## config.mk

```make
export PLATFORM = sky130hd
export DESIGN_NAME = regbank_display_scan
export DESIGN_NICKNAME = d
export VERILOG_FILES = /design/src/rtl/regbank_display_scan.sv
export SDC_FILE = /design/constraint.sdc
export NUM_CORES = 1
export LEC_CHECK = 0
export ABC_CLOCK_PERIOD_IN_PS = 8200
export BUFFER_PORTS_ARGS = -buffer_cell sky130_fd_sc_hd__buf_2
export CAP_MARGIN = 20
export CELL_PAD_IN_SITES_DETAIL_PLACEMENT = 1
export CELL_PAD_IN_SITES_GLOBAL_PLACEMENT = 1
export CORE_MARGIN = 4
export CORE_UTILIZATION = 45
export DETAILED_ROUTE_END_ITERATION = 6
export PLACE_DENSITY = 0.85
export SYNTH_ARGS = -nofsm -noshare
export SYNTH_HDL_FRONTEND = slang
export SYNTH_SLANG_ARGS = --single-unit
export TNS_END_PERCENT = 5
```

## constraint.sdc

```tcl
create_clock -name clk -period 8.2 [get_ports clk]
set_input_delay 0.82 -clock clk [delete_from_list [all_inputs] [get_ports clk]]
set_output_delay 0.82 -clock clk [all_outputs]
set_load 0.1 [all_outputs]
```

## src/rtl/regbank_display_scan.sv

```systemverilog
// Scans NDIG consecutive register-bank entries onto a common-anode 7-segment display,
// one digit at a time, with an all-off blanking gap before each digit.
module regbank_display_scan #(
    parameter int unsigned BIT_ADDR = 4,
    parameter int unsigned BIT_DATO = 4,
    parameter int unsigned NDIG     = 4,
    parameter int unsigned DIV      = 50000,
    parameter int unsigned BLANK    = 16
) (
    input  logic                                   clk,
    input  logic                                   rst,
    input  logic                                   en,
    input  logic [BIT_ADDR-1:0]                    base_addr,
    output logic [BIT_ADDR-1:0]                    addr_rd,
    input  logic [BIT_DATO-1:0]                    dat_rd,
    output logic [6:0]                             seg,
    output logic [NDIG-1:0]                        an,
    output logic [((NDIG > 1) ? $clog2(NDIG) : 1)-1:0] dig_idx,
    output logic                                   frame_tick
);

    localparam int unsigned IW   = (NDIG > 1) ? $clog2(NDIG) : 1;
    localparam int unsigned CMAX = (DIV > BLANK) ? DIV : BLANK;
    localparam int unsigned CW   = (CMAX > 1) ? $clog2(CMAX) : 1;

    typedef enum logic [1:0] {
        S_IDLE  = 2'd0,
        S_BLANK = 2'd1,
        S_LATCH = 2'd2,
        S_SHOW  = 2'd3
    } state_e;

    state_e             state_q, state_d;
    logic [CW-1:0]      cnt_q, cnt_d;
    logic [3:0]         latch_q, latch_d;
    logic [IW-1:0]      idx_q, idx_d;
    logic [BIT_ADDR-1:0] addr_q, addr_d;
    logic [NDIG-1:0]    an_q, an_d;
    logic [6:0]         seg_q, seg_d;
    logic               tick_q, tick_d;
    logic [3:0]         dat_nib_c;
    logic               show_exit_c;
    logic               blank_entry_c;

    // Only the low nibble is displayed; narrow banks are zero-extended.
    generate
        if (BIT_DATO >= 4) begin : g_nib_wide
            assign dat_nib_c = dat_rd[3:0];
        end else begin : g_nib_narrow
            assign dat_nib_c = 4'(dat_rd);
        end
    endgenerate

    function automatic logic [6:0] hex7(input logic [3:0] v);
        case (v)
            4'h0: hex7 = 7'b1000000;
            4'h1: hex7 = 7'b1111001;
            4'h2: hex7 = 7'b0100100;
            4'h3: hex7 = 7'b0110000;
            4'h4: hex7 = 7'b0011001;
            4'h5: hex7 = 7'b0010010;
            4'h6: hex7 = 7'b0000010;
            4'h7: hex7 = 7'b1111000;
            4'h8: hex7 = 7'b0000000;
            4'h9: hex7 = 7'b0010000;
            4'hA: hex7 = 7'b0001000;
            4'hB: hex7 = 7'b0000011;
            4'hC: hex7 = 7'b1000110;
            4'hD: hex7 = 7'b0100001;
            4'hE: hex7 = 7'b0000110;
            default: hex7 = 7'b0001110;
        endcase
    endfunction

    always_ff @(posedge clk or negedge rst) begin
        if (!rst) begin
            state_q <= S_IDLE;
            cnt_q   <= '0;
        end else begin
            state_q <= state_d;
            cnt_q   <= cnt_d;
        end
    end

    // Dwell counter restarts on every state change; en low always wins.
    always_comb begin
        state_d = state_q;
        cnt_d   = cnt_q;
        if (!en) begin
            state_d = S_IDLE;
            cnt_d   = '0;
        end else begin
            case (state_q)
                S_IDLE: begin
                    state_d = S_BLANK;
                    cnt_d   = '0;
                end
                S_BLANK: begin
                    if (cnt_q == CW'(BLANK - 1)) begin
                        state_d = S_LATCH;
                        cnt_d   = '0;
                    end else begin
                        cnt_d = cnt_q + CW'(1);
                    end
                end
                S_LATCH: begin
                    state_d = S_SHOW;
                    cnt_d   = '0;
                end
                S_SHOW: begin
                    if (cnt_q == CW'(DIV - 1)) begin
                        state_d = S_BLANK;
                        cnt_d   = '0;
                    end else begin
                        cnt_d = cnt_q + CW'(1);
                    end
                end
                default: begin
                    state_d = S_IDLE;
                    cnt_d   = '0;
                end
            endcase
        end
    end

    always_comb begin
        show_exit_c   = en && (state_q == S_SHOW) && (cnt_q == CW'(DIV - 1));
        blank_entry_c = (state_d == S_BLANK) && (state_q != S_BLANK);

        idx_d = idx_q;
        if (state_d == S_IDLE) begin
            idx_d = '0;
        end else if (show_exit_c) begin
            idx_d = (idx_q == IW'(NDIG - 1)) ? '0 : idx_q + IW'(1);
        end

        addr_d = addr_q;
        if (blank_entry_c) begin
            addr_d = base_addr + BIT_ADDR'(idx_d);
        end

        // Capture on the BLANK->LATCH edge so data is stable for all of SHOW.
        latch_d = latch_q;
        if ((state_q == S_BLANK) && (state_d == S_LATCH)) begin
            latch_d = dat_nib_c;
        end

        an_d  = '1;
        seg_d = 7'h7F;
        if (state_d == S_SHOW) begin
            an_d  = ~(NDIG'(1) << idx_d);
            seg_d = hex7(latch_q);
        end

        tick_d = show_exit_c && (idx_q == IW'(NDIG - 1));
    end

    always_ff @(posedge clk or negedge rst) begin
        if (!rst) begin
            latch_q <= '0;
            idx_q   <= '0;
            addr_q  <= '0;
            an_q    <= '1;
            seg_q   <= 7'h7F;
            tick_q  <= 1'b0;
        end else begin
            latch_q <= latch_d;
            idx_q   <= idx_d;
            addr_q  <= addr_d;
            an_q    <= an_d;
            seg_q   <= seg_d;
            tick_q  <= tick_d;
        end
    end

    assign addr_rd    = addr_q;
    assign an         = an_q;
    assign seg        = seg_q;
    assign dig_idx    = idx_q;
    assign frame_tick = tick_q;

endmodule

```

==> results by stage <==
Outcome:
- The run finished with clean final reports.

Logic synthesis:
- The portion of the post-synthesis area used by sequential elements is 0.445.
- The net count after synthesis is 240.
- The netlist uses 56 different library cells.
- The synthesized instance count is 218.
- The cell taking the most area after synthesis is sky130_fd_sc_hd__dfrtp_1.
- Of the total synthesized cell area, the portion taken by XOR and XNOR cells is 0.0538.
- The synthesized-area fraction occupied by and/or/nand/nor cells is 0.239.
- Dividing the synthesized area by the synthesized cell count gives 10.5 um^2.
- For this run, the leading register cell type out of synthesis is sky130_fd_sc_hd__dfrtp_1.
- The main combinational cell family by area after synthesis is simple AND/OR/NAND/NOR gates.
- Yosys attributes the largest share of cell area to sky130_fd_sc_hd__dfrtp_1, sky130_fd_sc_hd__dfstp_2, sky130_fd_sc_hd__ha_1, sky130_fd_sc_hd__nor3_1, sky130_fd_sc_hd__xnor2_1.
- The adder and majority cell fraction of the synthesized area is 0.0636.
- Of the post-synthesis cell area, the part taken by muxes is 0.0400.
- In this run, synthesis inferred 0 flip-flops with an integrated enable.
- By count the netlist is led by sky130_fd_sc_hd__dfrtp_1, sky130_fd_sc_hd__nor3_1, sky130_fd_sc_hd__nand2_1.
- The most common cell in the synthesized netlist is sky130_fd_sc_hd__dfrtp_1.
- Of the post-synthesis cell area, the dominant cell type holds 0.318.
- The number of synthesis warnings is 0.
- Of all flip-flops after synthesis, the portion carrying an async set or reset was 1.00.
- The synthesized cell area is approximately 2300 um^2.
- The compound-cell area share of the yosys netlist is 0.119.
- After synthesis the netlist holds a flip-flop and latch count of 40.

Critical path:
- The startpoint class of the critical path is a register.
- The kind of critical path is register to register.
- The critical path capture point type is a register.
- For flop-to-flop paths, the worst setup slack is 5.24 ns.
- The worst reg2reg path depth is 11.
- The critical path arrival is 3.17 ns.
- The required time at the endpoint of the critical path is between 8 and 9 ns.
- The capture instance of the worst register-to-register path is addr_rd[2].
- The top fanout value on the critical path is 7.
- The beginning of the worst register-to-register path is cnt_q[5].

Clock tree:
- In this run the post-CTS setup repair buffer count came out at 0.
- After clock tree synthesis, the repair step resized 0 gates.
- The count of hold-fix buffers inserted at cts is 0.
- The clock root buffer master is sky130_fd_sc_hd__clkbuf_8.
- The H-tree generated during clock tree synthesis spans 2 levels.
- Clock tree synthesis found a total of 40 sinks.
- The maximum root-to-sink buffer count is 2.
- The clock transition at the registers of the reported paths is 0.09 ns.
- The clock tree from TritonCTS is yes.
- The number of buffers added by the clock tree synthesis step is 5.
- The source-to-sink clock delay at the later pin of the worst-skew pair is ~0.3 ns.

Worst hold path:
- The end point of the worst hold path is cnt_q[0].
- The startpoint of the tightest hold check path is cnt_q[0].
- The cell depth of the worst min-delay path is 1.
- The worst min-delay path class is register to register.

Route:
- For this block, the initial DRC count from the detailed router was a little over 90.
- The wire length per cell after detailed routing is 16.9 um.
- The final route contains 1,770 vias.
- The detail-routed via count per cell is 5.71.
- The post-detailed-routing wire length is approximately 5.2 mm.
- The first detailed-routing pass took 4 iterations.
- The count of nets left with antenna violations once routing finished came out at 0.
- The remaining design rule violation count is 0.

STA:
- The number of endpoints with negative hold slack in the final report was 0.
- The actual transition at the worst max-transition pin is 0.860 ns.
- Based on the critical path, the design can be clocked at up to 337 MHz.
- The number of max-slew violations in the final report was 0.
- Hold timing on the final database bottoms out at a slack of 0.475 ns.
- Setup repair after global routing left no endpoint under its margin.
- The maximum clock skew at final layout is roughly 0.012 ns.
- The number of setup violations in the final report is 0.
- For the final routed database, the setup TNS stands at 0 ns.
- Counting I/O delays and the setup requirement, the final critical path takes 2.96 ns.
- The headroom to the max-slew limit is 0.427.
- The worst-case setup margin in the final layout is 5.24 ns.
- Dividing the final minimum period by the clock period gives 0.361.

Final layout:
- Relative to the synthesized area, the layout overhead comes to 13.0%.
- The filler-free cell count of the finished design is 310.
- After filler insertion, the fill cell instance count of the layout stands at 554.
- Summing all flip-flop and latch instances after layout gives 1010 um^2.
- Once layout is complete, the utilization of the core stands at 0.535.
- The number of nets in the finished design is 264.
- Summing all multi-input logic gate instances after layout gives 1180 um^2.
- The finished cells cover 2580 um^2.
- The layout cell share with drive strength beyond 1 is 0.259.
- The number of antenna diodes in the final layout is 0.

Global routing:
- For this run the aggregate overflow at the end of global routing stands at 0.
- The overall track demand over capacity in global routing is 0.184.
- Entering global routing, the biggest net connects 41 pins.
- The number of antenna violations at the first check in global routing is 0.
- The via count of the first global-routing pass was 1,807.
- The first global-routing pass estimated approximately 9 mm of wire.

Floorplanning:
- In this run the core area contains 25 standard-cell rows.
- The area of the core is a little under 5000 um^2.
- The total I/O pin count is 29.
- The vertical die dimension is roughly 80 um.
- The area of the die is 6270 um^2.
- The die extent in x is 79.2 um.
- The effective utilization at floorplan is 0.474.

Job:
- The tool flagged a number of max-cap violations equal to 0.

Placement:
- The worst slack after detailed placement is slightly above 5 ns.
- The count of buffers from port buffering is 28.
- The detailed placement HPWL is 3.70 mm.
- The number of cells after detailed placement is 302.
- Once placement finished, the instance area stood at approximately 2500 um^2.
- Routability-driven placement finished with a final weighted congestion of 0.766.

Power:
- The overall power of the completed layout is 0.428 mW.
- For this design the ratio of total power to cell area is 166 nW/um^2.
- The worst-case IR drop observed on VDD is ~0.000085 V.
- For this design the static power due to leakage is 1.06 nW.
-- how the worst max path moves through the flow --
stage                          start          to  slack, ns  depth (start not counted)
after floorplan           dig_idx[0]  addr_rd[2]       5.11                         10
after global placement            en  addr_rd[2]       5.17                         10
after detailed placement          en  addr_rd[2]       5.03                         10
after CTS                   cnt_q[5]  addr_rd[2]       5.22                         11
after global routing        cnt_q[0]  addr_rd[2]       5.02                         12
final                       cnt_q[5]  addr_rd[2]       5.24                         11
-- registers in the layout, summed over array words and instances, names as in the netlist --
name and cells:
addr_rd 4, an 4, cnt_q 16, dig_idx 2
frame_tick 1, latch_q 4, seg 7, state_q 2
-- layout make-up --
type	instances	area share
Clock buffer	6	0.0320
Tap cell	67	0.0325
Clock inverter	2	0.0150
Multi-Input combinational cell	156	0.456
Inverter	11	0.0160
Timing Repair Buffer	28	0.0544
Sequential cell	40	0.394
-- cell usage in the layout (no fill, tap or decap), types with 3 or more instances in the layout --
master,synthesis,layout
sky130_fd_sc_hd__and3_1,5,5
sky130_fd_sc_hd__dfstp_2,11,11
sky130_fd_sc_hd__dfrtp_1,29,29
sky130_fd_sc_hd__nand3_1,9,9
sky130_fd_sc_hd__nor2b_1,3,3
sky130_fd_sc_hd__nor4_1,3,3
sky130_fd_sc_hd__nand2b_1,4,4
sky130_fd_sc_hd__ha_1,10,10
sky130_fd_sc_hd__inv_1,11,11
sky130_fd_sc_hd__xor2_1,7,7
sky130_fd_sc_hd__buf_2,3,28
sky130_fd_sc_hd__nand4_1,4,4
sky130_fd_sc_hd__o211ai_1,4,4
sky130_fd_sc_hd__mux2_4,4,4
sky130_fd_sc_hd__and4_1,4,4
sky130_fd_sc_hd__clkbuf_8,0,6
sky130_fd_sc_hd__xnor2_1,7,7
sky130_fd_sc_hd__o22ai_1,3,3
sky130_fd_sc_hd__nor3_1,17,17
sky130_fd_sc_hd__o311ai_1,3,3
sky130_fd_sc_hd__a311oi_1,3,3
sky130_fd_sc_hd__a21oi_1,3,3
sky130_fd_sc_hd__nor2_1,9,9
sky130_fd_sc_hd__o21ai_0,4,4
sky130_fd_sc_hd__nand2_1,13,13
-- routing by layer --
metal,up-vias,wire [um],track usage
li1,851,-,-
met3,8,192,0.0476
met2,30,2580,0.312
met5,-,0,0
met1,881,2370,0.228
met4,0,84,0.0584
-- critical path: stages (launching register included) --
cell and delay [ns]:
sky130_fd_sc_hd__dfrtp_1 0.48, sky130_fd_sc_hd__nor3_2 0.35, sky130_fd_sc_hd__and3_1 0.30, sky130_fd_sc_hd__nand3_2 0.16, sky130_fd_sc_hd__mux2i_1 0.25, sky130_fd_sc_hd__ha_1 0.22, sky130_fd_sc_hd__inv_1 0.06, sky130_fd_sc_hd__fa_1 0.37
sky130_fd_sc_hd__xor2_1 0.16, sky130_fd_sc_hd__a2bb2oi_1 0.13, sky130_fd_sc_hd__o22ai_1 0.09, sky130_fd_sc_hd__a311oi_1 0.29
-- power by group --
part | switching (mW) | total (mW) | internal [mW]
logic | 0.0377 | 0.0486 | 0.0108
clock network | 0.0747 | 0.174 | 0.0996
registers | 0.00423 | 0.206 | 0.201
total | 0.117 | 0.428 | 0.312
-- cell families after synthesis --
logic type / after synthesis
compound gates: 35
flops: 40
mux: 7
xor+xnor: 14
buf+inv: 22
fa+ha+maj: 11
simple gates: 89
Note: power is estimated with default switching activity, not from simulation.
